### config.mk
export PLATFORM = sky130hd
export DESIGN_NAME = linear_resampler_flat
export DESIGN_NICKNAME = d
export VERILOG_FILES = /design/src/rtl/linear_resampler_if.sv /design/src/rtl/linear_resampler.sv /design/src/flat_wrapper.sv
export SDC_FILE = /design/constraint.sdc
export NUM_CORES = 1
export LEC_CHECK = 0
export BUFFER_PORTS_ARGS = -buffer_cell sky130_fd_sc_hd__buf_4
export CORE_ASPECT_RATIO = 0.6
export CORE_MARGIN = 2
export CORE_UTILIZATION = 40
export CTS_BUF_LIST = sky130_fd_sc_hd__clkbuf_4 sky130_fd_sc_hd__clkbuf_8
export DETAILED_ROUTE_END_ITERATION = 10
export MAX_ROUTING_LAYER = met4
export PLACE_DENSITY = 0.55
export SLEW_MARGIN = 20
export SYNTH_ARGS = -nofsm -noshare
export SYNTH_HDL_FRONTEND = slang
export SYNTH_SLANG_ARGS = --single-unit
### constraint.sdc
create_clock -name clk -period 10.7 [get_ports clk]
set_input_delay 2.14 -clock clk [delete_from_list [all_inputs] [get_ports clk]]
set_output_delay 2.14 -clock clk [all_outputs]
set_load 0.02 [all_outputs]
### src/rtl/linear_resampler_if.sv
// Source-read and output-write bus of the linear resampler.
// The master side is the resampler; the slave side is the source RAM plus the output frame sink.
interface linear_resampler_if #(
  parameter int DATA_WIDTH = 16,
  parameter int ADDR_WIDTH = 10
);
  logic [ADDR_WIDTH-1:0] src_addr_a;
  logic [ADDR_WIDTH-1:0] src_addr_b;
  logic [DATA_WIDTH-1:0] src_data_a;
  logic [DATA_WIDTH-1:0] src_data_b;
  logic                  out_valid;
  logic [ADDR_WIDTH-1:0] out_addr;
  logic [DATA_WIDTH-1:0] out_data;
  logic                  out_last;

  modport master (
    output src_addr_a, src_addr_b,
    input  src_data_a, src_data_b,
    output out_valid, out_addr, out_data, out_last
  );

  modport slave (
    input  src_addr_a, src_addr_b,
    output src_data_a, src_data_b,
    input  out_valid, out_addr, out_data, out_last
  );
endinterface

### src/rtl/linear_resampler.sv
// Linear / nearest-neighbour resampler: address issue, RAM read, weighted sum, saturate.
// One sample per cycle; 4-cycle latency from issue state to out_valid.
module linear_resampler #(
  parameter int DATA_WIDTH  = 16,
  parameter int FRAC_BITS   = 7,
  parameter int ADDR_WIDTH  = 10,
  parameter int RATIO_WIDTH = 10
) (
  input  logic                   clk,
  input  logic                   rst_n,
  input  logic                   start,
  input  logic                   abort,
  input  logic                   mode,
  input  logic [RATIO_WIDTH-1:0] ratio,
  input  logic [ADDR_WIDTH-1:0]  in_len,
  input  logic [ADDR_WIDTH-1:0]  out_len,
  output logic                   busy,
  output logic                   done,
  linear_resampler_if.master     bus
);
  localparam int POS_W = ADDR_WIDTH + FRAC_BITS + 1;
  localparam int ACC_W = DATA_WIDTH + FRAC_BITS + 2;
  localparam logic signed [ACC_W-1:0] HALF_C = ACC_W'(1'b1) << (FRAC_BITS - 1);
  localparam logic signed [ACC_W-1:0] MAX_V  = (ACC_W'(1'b1) << (DATA_WIDTH - 1)) - ACC_W'(1'b1);
  localparam logic signed [ACC_W-1:0] MIN_V  = ~MAX_V;

  typedef enum logic [1:0] {S_IDLE, S_RUN, S_DRAIN, S_DONE} state_t;

  state_t                  state_q, state_d;
  logic                    mode_q, mode_d;
  logic [RATIO_WIDTH-1:0]  ratio_q, ratio_d;
  logic [ADDR_WIDTH-1:0]   in_len_q, in_len_d, out_len_q, out_len_d;
  logic [ADDR_WIDTH-1:0]   n_q, n_d;
  logic [POS_W-1:0]        pos_q, pos_d;
  logic [1:0]              drain_q, drain_d;
  logic [ADDR_WIDTH-1:0]   src_addr_a_q, src_addr_a_d, src_addr_b_q, src_addr_b_d;
  logic                    s1_valid_q, s1_valid_d, s1_last_q, s1_last_d;
  logic [ADDR_WIDTH-1:0]   s1_n_q, s1_n_d;
  logic [FRAC_BITS-1:0]    s1_f_q, s1_f_d;
  logic                    s2_valid_q, s2_valid_d, s2_last_q, s2_last_d;
  logic [ADDR_WIDTH-1:0]   s2_n_q, s2_n_d;
  logic [FRAC_BITS-1:0]    s2_f_q, s2_f_d;
  logic                    s3_valid_q, s3_valid_d, s3_last_q, s3_last_d;
  logic [ADDR_WIDTH-1:0]   s3_n_q, s3_n_d;
  logic signed [ACC_W-1:0] s3_y_q, s3_y_d;
  logic                    out_valid_q, out_valid_d, out_last_q, out_last_d;
  logic [ADDR_WIDTH-1:0]   out_addr_q, out_addr_d;
  logic [DATA_WIDTH-1:0]   out_data_q, out_data_d;
  logic                    busy_q, busy_d, done_q, done_d;

  logic                    flush;
  logic [ADDR_WIDTH:0]     idx;
  logic                    clamp;
  logic [POS_W:0]          pos_sum;
  logic [POS_W-1:0]        pos_next;
  logic signed [ACC_W-1:0] a_ext, b_ext, w_a, w_b, acc;

  function automatic logic [DATA_WIDTH-1:0] sat_data(input logic signed [ACC_W-1:0] v);
    if (v > MAX_V) begin
      return MAX_V[DATA_WIDTH-1:0];
    end else if (v < MIN_V) begin
      return MIN_V[DATA_WIDTH-1:0];
    end else begin
      return v[DATA_WIDTH-1:0];
    end
  endfunction

  assign flush    = abort && (state_q != S_IDLE);
  assign idx      = pos_q[POS_W-1:FRAC_BITS];
  assign clamp    = idx >= {1'b0, in_len_q};
  assign pos_sum  = {1'b0, pos_q} + (POS_W+1)'(ratio_q);
  // The accumulator sticks at all-ones instead of wrapping back to index 0.
  assign pos_next = pos_sum[POS_W] ? {POS_W{1'b1}} : pos_sum[POS_W-1:0];

  // Control FSM: run setup, address issue, drain timing and done pulse.
  always_comb begin
    state_d      = state_q;
    mode_d       = mode_q;
    ratio_d      = ratio_q;
    in_len_d     = in_len_q;
    out_len_d    = out_len_q;
    n_d          = n_q;
    pos_d        = pos_q;
    drain_d      = drain_q;
    src_addr_a_d = src_addr_a_q;
    src_addr_b_d = src_addr_b_q;
    s1_valid_d   = 1'b0;
    s1_last_d    = s1_last_q;
    s1_n_d       = s1_n_q;
    s1_f_d       = s1_f_q;
    busy_d       = 1'b0;
    done_d       = 1'b0;
    if (flush) begin
      state_d = S_IDLE;
    end else begin
      case (state_q)
        S_IDLE: begin
          if (start) begin
            state_d   = S_RUN;
            mode_d    = mode;
            ratio_d   = ratio;
            in_len_d  = in_len;
            out_len_d = out_len;
            n_d       = {ADDR_WIDTH{1'b0}};
            pos_d     = {POS_W{1'b0}};
          end else begin
            state_d = S_IDLE;
          end
        end
        S_RUN: begin
          busy_d       = 1'b1;
          s1_valid_d   = 1'b1;
          s1_n_d       = n_q;
          s1_last_d    = (n_q == out_len_q);
          src_addr_a_d = clamp ? in_len_q : idx[ADDR_WIDTH-1:0];
          src_addr_b_d = clamp ? in_len_q : idx[ADDR_WIDTH-1:0] + ADDR_WIDTH'(1'b1);
          s1_f_d       = clamp ? {FRAC_BITS{1'b0}} : pos_q[FRAC_BITS-1:0];
          if (n_q == out_len_q) begin
            state_d = S_DRAIN;
            drain_d = 2'd0;
          end else begin
            n_d   = n_q + ADDR_WIDTH'(1'b1);
            pos_d = pos_next;
          end
        end
        S_DRAIN: begin
          busy_d = 1'b1;
          if (drain_q == 2'd2) begin
            state_d = S_DONE;
          end else begin
            drain_d = drain_q + 2'd1;
          end
        end
        S_DONE: begin
          done_d  = 1'b1;
          state_d = S_IDLE;
        end
        default: state_d = S_IDLE;
      endcase
    end
  end

  // Datapath: RAM-aligned stage, weighted sum / nearest pick, saturated output.
  always_comb begin
    s2_valid_d  = s1_valid_q && !flush;
    s2_last_d   = s1_last_q;
    s2_n_d      = s1_n_q;
    s2_f_d      = s1_f_q;
    a_ext       = ACC_W'($signed(bus.src_data_a));
    b_ext       = ACC_W'($signed(bus.src_data_b));
    w_b         = ACC_W'(s2_f_q);
    w_a         = (ACC_W'(1'b1) << FRAC_BITS) - w_b;
    acc         = a_ext * w_a + b_ext * w_b + HALF_C;
    s3_valid_d  = s2_valid_q && !flush;
    s3_last_d   = s2_last_q;
    s3_n_d      = s2_n_q;
    if (mode_q) begin
      s3_y_d = s2_f_q[FRAC_BITS-1] ? b_ext : a_ext;
    end else begin
      s3_y_d = acc >>> FRAC_BITS;
    end
    out_valid_d = s3_valid_q && !flush;
    out_last_d  = s3_valid_q && s3_last_q && !flush;
    out_addr_d  = s3_valid_q ? s3_n_q : out_addr_q;
    out_data_d  = s3_valid_q ? sat_data(s3_y_q) : out_data_q;
  end

  // State and pipeline registers with synchronous active-low reset.
  always_ff @(posedge clk) begin
    if (!rst_n) begin
      state_q      <= S_IDLE;
      mode_q       <= 1'b0;
      ratio_q      <= {RATIO_WIDTH{1'b0}};
      in_len_q     <= {ADDR_WIDTH{1'b0}};
      out_len_q    <= {ADDR_WIDTH{1'b0}};
      n_q          <= {ADDR_WIDTH{1'b0}};
      pos_q        <= {POS_W{1'b0}};
      drain_q      <= 2'd0;
      src_addr_a_q <= {ADDR_WIDTH{1'b0}};
      src_addr_b_q <= {ADDR_WIDTH{1'b0}};
      s1_valid_q   <= 1'b0;
      s1_last_q    <= 1'b0;
      s1_n_q       <= {ADDR_WIDTH{1'b0}};
      s1_f_q       <= {FRAC_BITS{1'b0}};
      s2_valid_q   <= 1'b0;
      s2_last_q    <= 1'b0;
      s2_n_q       <= {ADDR_WIDTH{1'b0}};
      s2_f_q       <= {FRAC_BITS{1'b0}};
      s3_valid_q   <= 1'b0;
      s3_last_q    <= 1'b0;
      s3_n_q       <= {ADDR_WIDTH{1'b0}};
      s3_y_q       <= {ACC_W{1'b0}};
      out_valid_q  <= 1'b0;
      out_last_q   <= 1'b0;
      out_addr_q   <= {ADDR_WIDTH{1'b0}};
      out_data_q   <= {DATA_WIDTH{1'b0}};
      busy_q       <= 1'b0;
      done_q       <= 1'b0;
    end else begin
      state_q      <= state_d;
      mode_q       <= mode_d;
      ratio_q      <= ratio_d;
      in_len_q     <= in_len_d;
      out_len_q    <= out_len_d;
      n_q          <= n_d;
      pos_q        <= pos_d;
      drain_q      <= drain_d;
      src_addr_a_q <= src_addr_a_d;
      src_addr_b_q <= src_addr_b_d;
      s1_valid_q   <= s1_valid_d;
      s1_last_q    <= s1_last_d;
      s1_n_q       <= s1_n_d;
      s1_f_q       <= s1_f_d;
      s2_valid_q   <= s2_valid_d;
      s2_last_q    <= s2_last_d;
      s2_n_q       <= s2_n_d;
      s2_f_q       <= s2_f_d;
      s3_valid_q   <= s3_valid_d;
      s3_last_q    <= s3_last_d;
      s3_n_q       <= s3_n_d;
      s3_y_q       <= s3_y_d;
      out_valid_q  <= out_valid_d;
      out_last_q   <= out_last_d;
      out_addr_q   <= out_addr_d;
      out_data_q   <= out_data_d;
      busy_q       <= busy_d;
      done_q       <= done_d;
    end
  end

  assign bus.src_addr_a = src_addr_a_q;
  assign bus.src_addr_b = src_addr_b_q;
  assign bus.out_valid  = out_valid_q;
  assign bus.out_last   = out_last_q;
  assign bus.out_addr   = out_addr_q;
  assign bus.out_data   = out_data_q;
  assign busy           = busy_q;
  assign done           = done_q;
endmodule
### src/flat_wrapper.sv
// flat-port wrapper written by rule: the top's interface ports become plain ports
module linear_resampler_flat 
#(
  parameter int DATA_WIDTH  = 16,
  parameter int FRAC_BITS   = 7,
  parameter int ADDR_WIDTH  = 10,
  parameter int RATIO_WIDTH = 10
)
  (clk, rst_n, start, abort, mode, ratio, in_len, out_len, busy, done, bus_src_addr_a, bus_src_addr_b, bus_src_data_a, bus_src_data_b, bus_out_valid, bus_out_addr, bus_out_data, bus_out_last);
  linear_resampler_if #(.DATA_WIDTH(DATA_WIDTH), .ADDR_WIDTH(ADDR_WIDTH)) bus_i ();
  input  logic clk;
  input  logic rst_n;
  input  logic start;
  input  logic abort;
  input  logic mode;
  input  logic [RATIO_WIDTH-1:0] ratio;
  input  logic [ADDR_WIDTH-1:0] in_len;
  input  logic [ADDR_WIDTH-1:0] out_len;
  output logic busy;
  output logic done;
  output wire logic [$bits(bus_i.src_addr_a)-1:0] bus_src_addr_a;
  output wire logic [$bits(bus_i.src_addr_b)-1:0] bus_src_addr_b;
  input wire logic [$bits(bus_i.src_data_a)-1:0] bus_src_data_a;
  input wire logic [$bits(bus_i.src_data_b)-1:0] bus_src_data_b;
  output wire logic [$bits(bus_i.out_valid)-1:0] bus_out_valid;
  output wire logic [$bits(bus_i.out_addr)-1:0] bus_out_addr;
  output wire logic [$bits(bus_i.out_data)-1:0] bus_out_data;
  output wire logic [$bits(bus_i.out_last)-1:0] bus_out_last;
  assign bus_src_addr_a = bus_i.src_addr_a;
  assign bus_src_addr_b = bus_i.src_addr_b;
  assign bus_i.src_data_a = bus_src_data_a;
  assign bus_i.src_data_b = bus_src_data_b;
  assign bus_out_valid = bus_i.out_valid;
  assign bus_out_addr = bus_i.out_addr;
  assign bus_out_data = bus_i.out_data;
  assign bus_out_last = bus_i.out_last;
  linear_resampler #(.DATA_WIDTH(DATA_WIDTH), .FRAC_BITS(FRAC_BITS), .ADDR_WIDTH(ADDR_WIDTH), .RATIO_WIDTH(RATIO_WIDTH)) u_core (.clk(clk), .rst_n(rst_n), .start(start), .abort(abort), .mode(mode), .ratio(ratio), .in_len(in_len), .out_len(out_len), .busy(busy), .done(done), .bus(bus_i));
endmodule
# Yosys cells after proc, flatten, opt, wreduce, memory -nomap -nowiden
# Index checks and enable logic that the tools add are counted.
# word_totals
wordCells,94
memories,0
mem_bits_ro,0
latchBits,0
out_inout_bits,50
mem_bits_rw,0
ff_bits,188
inputBits,67
# op_classes
shift,0
order_cmp,3
n_eq_ne,10
muxes,24
div_mod_pow,0
multipliers,2
addsub,7
n_reduce_logical,18
bitwise,2
# ops
cell,count
$mux W18,3
$mux W25,2
$mux W10,4
$pmux W18 S2,1
$mux W16,2
$add A25 B25 Y25,1
$add A25 B8 Y25 const B,1
$gt A25 B16 Y1 const B,1
$lt A25 B16 Y1 const B,1
$mul A16 B9 Y25,1
$mul A16 B8 Y24,1
$add A10 B1 Y10 const B,2
$pmux W10 S2,1
$add A18 B10 Y19,1
$ge A11 B10 Y1,1
$eq A10 B10 Y1,1
$sub A8 B7 Y9 const A,1
$mux W2,4
$pmux W2 S4,1
$reduce_and A4 Y1,2
$mux W7,1
$eq A2 B2 Y1 const B,3
$logic_and A1 B1 Y1,6
$ne A2 B2 Y1 const B,3
12 further kinds,21

# Depth between registers and ports, before layout
# depth
word_depth,5
ltp_mapped,32

# Least setup slack after synthesis
# No wires, ideal clock.
# synth_timing
path_kind,input to register
startpoint,input bus_src_data_b[4]
endpoint,register u_core.s3_y_q[14]
required_time_ps,10584
cell_stages,26
arrival_ps,9151
path_slack_ps,1432
setup_ps,116
cell_sequence,and2_1 > fa_1 > fa_1 > fa_1 > inv_1 > fa_1 > inv_1 > ha_1 > and4_1 > and2_0 > a311o_1 > a31o_2 > a21o_1 > a21oi_1 > xnor2_1 > ha_1 > inv_1 > fa_1 > fa_1 > inv_1 > ha_1 > clkbuf_1 > nand4_1 > or4b_1 > a311o_1 > and4_1
# synth_between
elab_chain_cells,4
# synth_lines
item,line,text
from (decl),flat_wrapper.sv:24,input wire logic [$bits(bus_i.src_data_b)-1:0] bus_src_data_b;
$mul A16 B8 Y24,linear_resampler.sv:153,acc = a_ext * w_a + b_ext * w_b + HALF_C;
$add A25 B25 Y25,linear_resampler.sv:153,
$add A25 B8 Y25,linear_resampler.sv:153,
$mux W25,linear_resampler.sv:157,if (mode_q) begin
to (signal assigned),linear_resampler.sv:192,s3_y_q <= {ACC_W{1'b0}};
to (signal assigned),linear_resampler.sv:221,s3_y_q <= s3_y_d;
to (decl),linear_resampler.sv:45,"logic signed [ACC_W-1:0] s3_y_q, s3_y_d;"
# No other way between the ends.
# A chain may end at the register's enable or synchronous reset.

# Worst setup path after layout
# layout_timing
startpoint,input bus_src_data_b[7]
endpoint,register u_core.s3_y_q[14]
# The elaborated chain is that of the path after synthesis.

==> metrics <==
IO Port Bufs 116; Post-Synth XOR/XNOR Area 3.620%; startpoint types input port; fraction of the cycle the final worst path needs 87.03%; Synth Net Count 2438; final total negative setup slack 0 ns; Power Density 103.7 mW/mm2; first-pass GRT wire length 77020 um; Initial Util 40.62%; Worst Path Arrival 9.72 ns; Synth Register Bits 181; Gate Count Post-Synth 2011; max_cap viols 0; Least-Margin Pin Slew 1.002 ns; # resized after CTS 0; largest net degree at the start of global routing 87; status finished clean; achievable frequency 0.1074 GHz; Leakage 9.171 nW; Synth area leaders fa_1, dfxtp_1, ha_1; Max Clock Skew 0.02932 ns; synth cell count leaders inv_1, fa_1, nand2_1, and2_1, dfxtp_1; Worst Hold Path Cells 1; library cells used by synthesis 69; I/O pin count 117; RD Place Congestion 0.9076; total track usage 21.96%; crit path time final 9.312 ns; cts hold-fix bufs 0; leading area contributor after synthesis fa_1; WL/cell 17.57 um; vias in the first global route 13920; aggregate global routing overflow 0; Chip Width 275.3 um; RSZ-0062 raised after global routing false; Syn Std Cell Area 0.01766 mm2; FF-to-FF path depth 29; DRT Pass-1 Iters 5; die height 166.8 um; Synth top area share 23.69%; post-DP HPWL 37600 um; min-delay worst type reg -> reg; Synth Area in Compound Gates 13.34%; most frequent cell after synthesis inv_1; Setup Viol. Count Final 0; via/cell ratio 5.156; worst path required time 11.11 ns; initial DRC count 896; area grow syn2layout 10.57%; main combinational cell family by area after synthesis adder cells; CP Capture Type flip-flop; detailed-route DRC error count 0; placed cell count 2641; Post-synth EDFFs 0; Hold Fails Final Rpt 0; simple-gate share of the synthesized area 18.47%; Crit Path Category in -> reg; Final Instance Area 0.01953 mm2; die area 0.04591 mm2; Routed Antenna Nets 0; Yosys warnings 0; Post-Syn Area per Cell 8.783 um2; Cell Count, Final, Fillers Out 2673; crit-path max FO 7; worst skew pair latency 0.50 ns; relative slew slack 32.71%; Power Total 0.002024 W; Core Footprint 0.04348 mm2; Post-synth ARST share 0%; clk buf depth 2; Peak VDD IR 0.07315 mV; CTS sink cnt 181; FP Rows 59; mux contribution to synthesized area 0.9634%; Area after DPL 0.01910 mm2; CTS Buf Count 17; Worst R2R Setup Slack 2.22 ns; initial antenna violation count 0; register area share after synthesis 20.52%; Total Wirelength 46970 um; H-tree depth 4; post-layout util 44.91%; share of cells above drive strength 1 8.648%; postcts setup bufs 0; nets@finish 2508; max-slew violations 0; CTS tree built; Clock transition at path regs 0.12 ns; Adder-Cell Fraction of Synth Area 34.39%; root buffer cell clkbuf_8; top_reg_cell synth dfxtp_1; Vias 13780
==> kinds of logic after synthesis <==
family	Yosys count
and+or+nand+nor	630
muxes	17
DFF	181
AOI/OAI and AO/OA	342
adders and majority gates	360
xor gates and xnor gates	73
buffers and inverters	408
==> critical path, stage by stage <==
cell and delay (ns):
buf_4 0.15, and2_1 0.18, fa_1 0.56, fa_1 0.46, fa_1 0.54, inv_1 0.06, fa_1 0.53, inv_1 0.04
ha_1 0.37, and4_1 0.19, and2_0 0.15, a311o_1 0.39, a31o_2 0.29, a21o_1 0.17, a21oi_1 0.18, xnor2_1 0.16
ha_1 0.26, inv_1 0.07, fa_1 0.43, fa_1 0.54, inv_1 0.04, ha_1 0.40, nand4_1 0.29, or4b_1 0.59
a311o_1 0.38, and4_1 0.17
==> cell type report <==
| type | instances | area [um2] |
|---|---|---|
| clock buffers | 17 | 234.0 |
| inverters | 324 | 1216 |
| multi-input cells | 1422 | 12530 |
| flip-flops and latches | 181 | 3625 |
| repair buffers | 135 | 1013 |
| fillers | 4306 | 23950 |
| diodes | 1 | 2.502 |
| well taps | 579 | 724.4 |
| clock inverters | 14 | 186.4 |
==> final timing paths <==
path	start	endpoint
max	bus_src_data_b[7]	u_core.s3_y_q[14]$_SDFF_PN0_
min	u_core.s2_n_q[7]$_SDFF_PN0_	u_core.s3_n_q[7]$_SDFF_PN0_
max reg2reg	u_core.s2_f_q[4]$_SDFF_PN0_	u_core.s3_y_q[23]$_SDFF_PN0_
min reg2reg	u_core.s2_n_q[7]$_SDFF_PN0_	u_core.s3_n_q[7]$_SDFF_PN0_
==> per-layer routing <==
layer	share of wire [%]	track usage, %	vias to the layer above
li1	-	-	6639
met1	54	34.48	6808
met2	40	29.66	314
met3	5.0	3.403	21
met4	0.87	3.314	0
met5	0	-	-
==> report_power, final <==
| group | switching, W | internal (W) |
|---|---|---|
| combinational | 0.000453 | 0.000236 |
| clock | 0.000293 | 0.000219 |
| sequential | 0.0000542 | 0.000769 |
==> through the flow <==
step | hold WS (ns) | setup slack, ns
2_1_floorplan | 0.4057 | 1.432
3_3_place_gp | 0.4181 | 0.9837
3_5_place_dp | 0.4192 | 0.9101
4_1_cts | 0.4422 | 1.473
5_1_grt | 0.4591 | 0.9896
6_report | 0.4414 | 1.388
==> layout by cell type, fill, tap and decap left out, drive strengths merged, types with 22 or more instances in the layout <==
master	netlist	routed
a21boi	55	55
a21o	23	23
a21oi	44	44
and2	205	205
and3	23	23
buf	7	135
dfxtp	181	181
fa	209	209
ha	151	151
inv	324	332
nand2	207	207
nand2b	22	22
nand3	45	45
nor2	51	51
nor2b	28	28
o21ai	87	87
xnor2	42	42
xor2	31	31
Note: power is estimated with default switching activity, not from simulation.
